===== config.mk =====
export PLATFORM = sky130hd
export DESIGN_NAME = memory_arbiter
export DESIGN_NICKNAME = d
export VERILOG_FILES = /design/src/rtl/cpu_types_pkg.sv /design/src/rtl/memory_arbiter_rr_pick.sv /design/src/rtl/memory_arbiter.sv
export SDC_FILE = /design/constraint.sdc
export NUM_CORES = 1
export LEC_CHECK = 0
export CORE_AREA = 5 5 164 166
export DETAILED_ROUTE_END_ITERATION = 6
export DIE_AREA = 0 0 169 171
export GPL_TIMING_DRIVEN = 0
export SLEW_MARGIN = 20
export SYNTH_ARGS = -nofsm -noshare
export SYNTH_HDL_FRONTEND = slang
export SYNTH_SLANG_ARGS = --single-unit

===== constraint.sdc =====
create_clock -name CLK -period 2 [get_ports CLK]
set_clock_uncertainty 0.2 [all_clocks]
set_input_delay 0.3 -clock CLK [delete_from_list [all_inputs] [get_ports CLK]]
set_output_delay 0.3 -clock CLK [all_outputs]
set_load 0.005 [all_outputs]

===== src/rtl/cpu_types_pkg.sv =====
// Shared CPU/memory-system types: RAM handshake states, data words and
// the arbiter state and requester-index types.
package cpu_types_pkg;

    localparam int WORD_W = 32;
    typedef logic [WORD_W-1:0] word_t;

    typedef enum logic [1:0] {
        FREE   = 2'd0,
        BUSY   = 2'd1,
        ACCESS = 2'd2,
        ERROR  = 2'd3
    } ramstate_t;

    typedef enum logic {
        IDLE = 1'b0,
        XFER = 1'b1
    } arb_state_t;

    // Default system size; the requester index covers d0, i0, d1, i1, ...
    localparam int ARB_CPUS  = 2;
    localparam int ARB_N     = 2 * ARB_CPUS;
    localparam int ARB_IDX_W = $clog2(ARB_N);
    typedef logic [ARB_IDX_W-1:0] arb_idx_t;

    // Requester number of core c's dcache (icache is this plus one).
    function automatic int dcache_req_id(input int c);
        return 2 * c;
    endfunction

endpackage


===== src/rtl/memory_arbiter_rr_pick.sv =====
// Combinational round-robin picker: first set request scanning from ptr,
// wrapping modulo N. Shared with the bus snoop arbiter.
module rr_pick #(
    parameter int N     = 4,
    parameter int IDX_W = (N > 1) ? $clog2(N) : 1
) (
    input  logic [N-1:0]     req,
    input  logic [IDX_W-1:0] ptr,
    output logic [IDX_W-1:0] idx,
    output logic             valid
);

    always_comb begin
        // NOTE: every output gets a default before any conditional write so no latch is inferred.
        idx   = ptr;
        valid = 1'b0;
        // Scan farthest-first so the candidate nearest to ptr is the last write and wins.
        for (int i = N - 1; i >= 0; i--) begin
            int cand;
            cand = int'(ptr) + i;
            if (cand >= N) begin
                cand = cand - N;
            end
            if (req[cand]) begin
                idx   = IDX_W'(cand);
                valid = 1'b1;
            end
        end
    end

endmodule


===== src/rtl/memory_arbiter.sv =====
// Multi-core RAM arbiter: round-robin shares one RAM port among CPUS
// dcaches and CPUS icaches, holding each grant until the RAM reports ACCESS.
module memory_arbiter
    import cpu_types_pkg::*;
#(
    parameter int CPUS = 2
) (
    input  logic                 CLK,
    input  logic                 RST,
    input  logic      [CPUS-1:0] iREN,
    input  word_t     [CPUS-1:0] iaddr,
    input  logic      [CPUS-1:0] dREN,
    input  logic      [CPUS-1:0] dWEN,
    input  word_t     [CPUS-1:0] daddr,
    input  word_t     [CPUS-1:0] dstore,
    output logic      [CPUS-1:0] iwait,
    output logic      [CPUS-1:0] dwait,
    output word_t     [CPUS-1:0] iload,
    output word_t     [CPUS-1:0] dload,
    output logic                 ramREN,
    output logic                 ramWEN,
    output word_t                ramaddr,
    output word_t                ramstore,
    input  word_t                ramload,
    input  ramstate_t            ramstate
);

    localparam int N     = 2 * CPUS;
    localparam int IDX_W = $clog2(N);
    typedef logic [IDX_W-1:0] idx_t;

    arb_state_t   state, state_next;
    idx_t         grant, grant_next;
    idx_t         ptr, ptr_next;
    logic [N-1:0] req;
    idx_t         pick_idx;
    logic         pick_valid;
    logic         done;

    always_comb begin
        for (int c = 0; c < CPUS; c++) begin
            req[dcache_req_id(c)]     = dREN[c] | dWEN[c];
            req[dcache_req_id(c) + 1] = iREN[c];
        end
    end

    rr_pick #(
        .N     (N),
        .IDX_W (IDX_W)
    ) u_pick (
        .req   (req),
        .ptr   (ptr),
        .idx   (pick_idx),
        .valid (pick_valid)
    );

    // A transfer completes only while the granted requester still asks for it.
    assign done = (state == XFER) && req[grant] && (ramstate == ACCESS);

    always_ff @(posedge CLK) begin
        // NOTE: registered state uses non-blocking assignments so every flop samples pre-edge values.
        if (RST) begin
            state <= IDLE;
            grant <= '0;
            ptr   <= '0;
        end else begin
            state <= state_next;
            grant <= grant_next;
            ptr   <= ptr_next;
        end
    end

    always_comb begin
        state_next = state;
        grant_next = grant;
        ptr_next   = ptr;
        iwait      = '1;
        dwait      = '1;
        iload      = '0;
        dload      = '0;
        ramREN     = 1'b0;
        ramWEN     = 1'b0;
        ramaddr    = '0;
        ramstore   = '0;

        case (state)
            IDLE: begin
                if (pick_valid) begin
                    grant_next = pick_idx;
                    state_next = XFER;
                end
            end
            XFER: begin
                for (int c = 0; c < CPUS; c++) begin
                    if (grant == idx_t'(dcache_req_id(c))) begin
                        ramaddr  = daddr[c];
                        ramstore = dstore[c];
                        ramWEN   = dWEN[c];
                        ramREN   = dREN[c] & ~dWEN[c];
                        dload[c] = ramload;
                        dwait[c] = ~done;
                    end
                    if (grant == idx_t'(dcache_req_id(c) + 1)) begin
                        ramaddr  = iaddr[c];
                        ramREN   = iREN[c];
                        iload[c] = ramload;
                        iwait[c] = ~done;
                    end
                end
                // Withdrawal returns to IDLE without moving ptr; FREE/BUSY/ERROR hold.
                if (!req[grant]) begin
                    state_next = IDLE;
                end else if (done) begin
                    state_next = IDLE;
                    ptr_next   = (grant == idx_t'(N - 1)) ? '0 : grant + 1'b1;
                end
            end
            default: state_next = IDLE;
        endcase
    end

endmodule


==> flow_summary.toml <==
[place]
port_buffers = 430
placedInstanceArea_um2 = 7584
dpl_worst_slack_ns = -1.552
hpwl_mm = 22.14
gp_congestion = 0.8852

[cts]
clkTransAtPathRegs_ns = 0.03
cts_tree = "yes"
holdBufCountCts = 0
cts_root_buf = "clkbuf_16"
clkLatencyLatePin_ns = 0.23
clk_path_buf_depth = 2
h-tree-depth = 1
cts_num_sinks = 5
cts_made_buffers = 3

[pwr]
p_leak_nw = 4.410
power_density_nw_per_um2 = 304.4
ir_drop_v = 0.0004377

[global_routing]
grt_overflow = 0
use_met1_pct = 22.80
gr-usage-met3_pct = 2.819
grt_pass1_wl_mm = 39.21
grt_pass1_vias = 5733
antenna_found_initial = 0
top_usage_layer = "met2"
grt_max_degree = 11
grtUsageMet2_pct = 31.44
globalRouteTotalUtil_pct = 17.73

[synth]
async_reset_ff_share_pct = 0
synth_common_cells = "and3_1 (129), a22o_1 (65), nand2_1 (37)"
syn_nets = 683
yosysWarnings = 0
ys_seq_area_share_pct = 3.500
synth_top_area_share_pct = 28.22
syn_area_um2 = 2860
avgSynthCellArea_um2 = 6.428
synth_most_common_cell = "and3_1"
yosys.area.top_type = "and3_1"
ys_types = 35
synthCells = 445
synth_edf_count = 0
ys.flop_type = "dfxtp_1"
synthTopCellsByArea = "and3_1 (28%), a22o_1 (20%), and3b_1 (9.8%)"
ys_ff_latch = 5

[critical_path]
critPathMaxStageDelay_ns = 0.37
crit_type = "flip-flop to output pin"
path_delay_family = "buffers and inverters"
cp_slowest_cell = "dfxtp_4"
arrival_ns = 1.90
required_ns = 1.50
crit_chain = "inv_6, ha_4, buf_12, buf_12, buf_12, buf_12, a21oi_4, o21ai_1, a22o_1, buf_6"
critPathBufInv = 6
cp.depth = 10
worst_path_most_repeated_cell = "buf_12"
cp-start-kind = "flip-flop"
crit_path_end_kind = "output pin"
reg2regPathDepth = 8
crit_fanout = 7

[sta]
clock.fmax_mhz = 416.4
timing.final.crit_share_pct = 120.1
finalWorstSetupSlack_ns = -0.4014
drv_slew = 0
tightest_slew_ns = 0.4591
setup_tns_ns = -52.04
rsz0062_at_grt = "yes"
finalCriticalPeriod_ns = 2.401
holdWs_ns = 0.3459
slew_headroom_pct = 69.39
finalHoldViolations = 0
setup_viol = 198

[die]
die_y_um = 171
die_area_um2 = 28900
start_util_pct = 11.23
placementRows = 59
dieWidth_um = 169
pin_count = 432
core_area_um2 = 25470

[final_layout]
area_growth_pct = 232.9
utilization_pct = 37.39
design_area_um2 = 9523
diodes = 0
drive_gt1_share_pct = 46.35
fin_nets = 1199

[route]
num_vias = 5838
vias_per_cell = 4.508
drtIter0Drc = 220
wl_mm = 29.44
wl_per_cell_um = 22.74
first_pass_iters = 5
drtAntennaViolNets = 0
drt_drc_violations_left = 0

[status]
violations = "setup timing"
status = "complete, but fails checks"

[run]
maxCapViolations = 0

[min_path]
hold_class = "primary input to flip-flop"
min_path_cells = 3
==> timing repair <==
action	in CTS	in global routing
pin swaps	52	48
setup endpoints to repair	198	198
setup buffers	58	23
gates resized for setup	922	197
cloned	13	4
==> registers in the layout, indices dropped and copies added, names as in the netlist <==
signal / flops
grant: 2
ptr: 2
state: 1
==> area by class of cell <==
class                      instances  area (um^2)
buffer                            59        738.2
sequential                         5        107.6
tap                              335        419.2
fill                            2608        15950
clock buffer                       4        78.83
timing repair buffer             516         5035
inverter                           3        21.27
multi-input combinational        373         3123
==> per-stage QoR <==
stage / instances / total power, mW
after floorplan: 445 / 0.7307
after global placement: 1210 / 1.931
after detailed placement: 1210 / 1.932
after CTS: 1283 / 2.731
after global routing: 1295 / 3.042
final: 1295 / 2.899
==> worst paths after layout <==
check | from | end | slack (ns)
max | grant[1]$_SDFFE_PP0P_ | ramaddr[5] | -0.40
min | iREN[1] | grant[1]$_SDFFE_PP0P_ | 0.35
max reg2reg | grant[0]$_SDFFE_PP0P_ | ptr[0]$_SDFFE_PP0P_ | 0.03
min reg2reg | ptr[1]$_SDFFE_PP0P_ | ptr[1]$_SDFFE_PP0P_ | 0.36
==> cells in the final DEF (no fill, tap or decap), types with 8 or more instances in the layout <==
cell type | netlist | layout
buf_12 | 0 | 18
nand2_1 | 37 | 31
a21oi_2 | 0 | 28
and3_1 | 129 | 63
buf_4 | 0 | 27
buf_8 | 0 | 21
o21ai_1 | 30 | 28
dlygate4sd2_1 | 0 | 11
clkdlybuf4s50_1 | 0 | 253
clkbuf_4 | 0 | 10
buf_2 | 30 | 76
clkbuf_8 | 0 | 8
clkbuf_2 | 0 | 22
a22o_1 | 65 | 61
and3b_1 | 32 | 30
buf_6 | 0 | 117
and3_4 | 0 | 66
clkbuf_16 | 0 | 10
==> worst min-delay path, cell delays in order <==
cell and delay, ns:
buf_2 0.17, o21ai_0 0.19, a221oi_1 0.07
==> cells by family (layout without fill, tap and decap cells) <==
logic type,count (synthesis),in the layout,share of synthesized area [%]
flops,5,5,3.500
compound gates,149,149,36.96
simple gates,218,218,46.81
buf+inv,67,582,10.10
fa+ha+maj,4,4,1.750
mux,2,2,0.8748
==> power by group <==
group          switching, mW  total (mW)  leakage [nW]  internal, mW
logic                  0.998        2.44          4.33          1.45
registers             0.0104       0.117        0.0424         0.106
clock network         0.0732       0.338        0.0382         0.265
total                   1.08        2.90          4.41          1.82
==> layer usage <==
metal / up-vias / share of wire [%] / wire (um)
met5: - / 0 / 0
met4: 0 / 2.4 / 698
met3: 37 / 7.5 / 2208
met2: 303 / 50 / 14740
met1: 2778 / 40 / 11790
li1: 2720 / - / -
No activity file was read; power rests on OpenSTA's default activity.
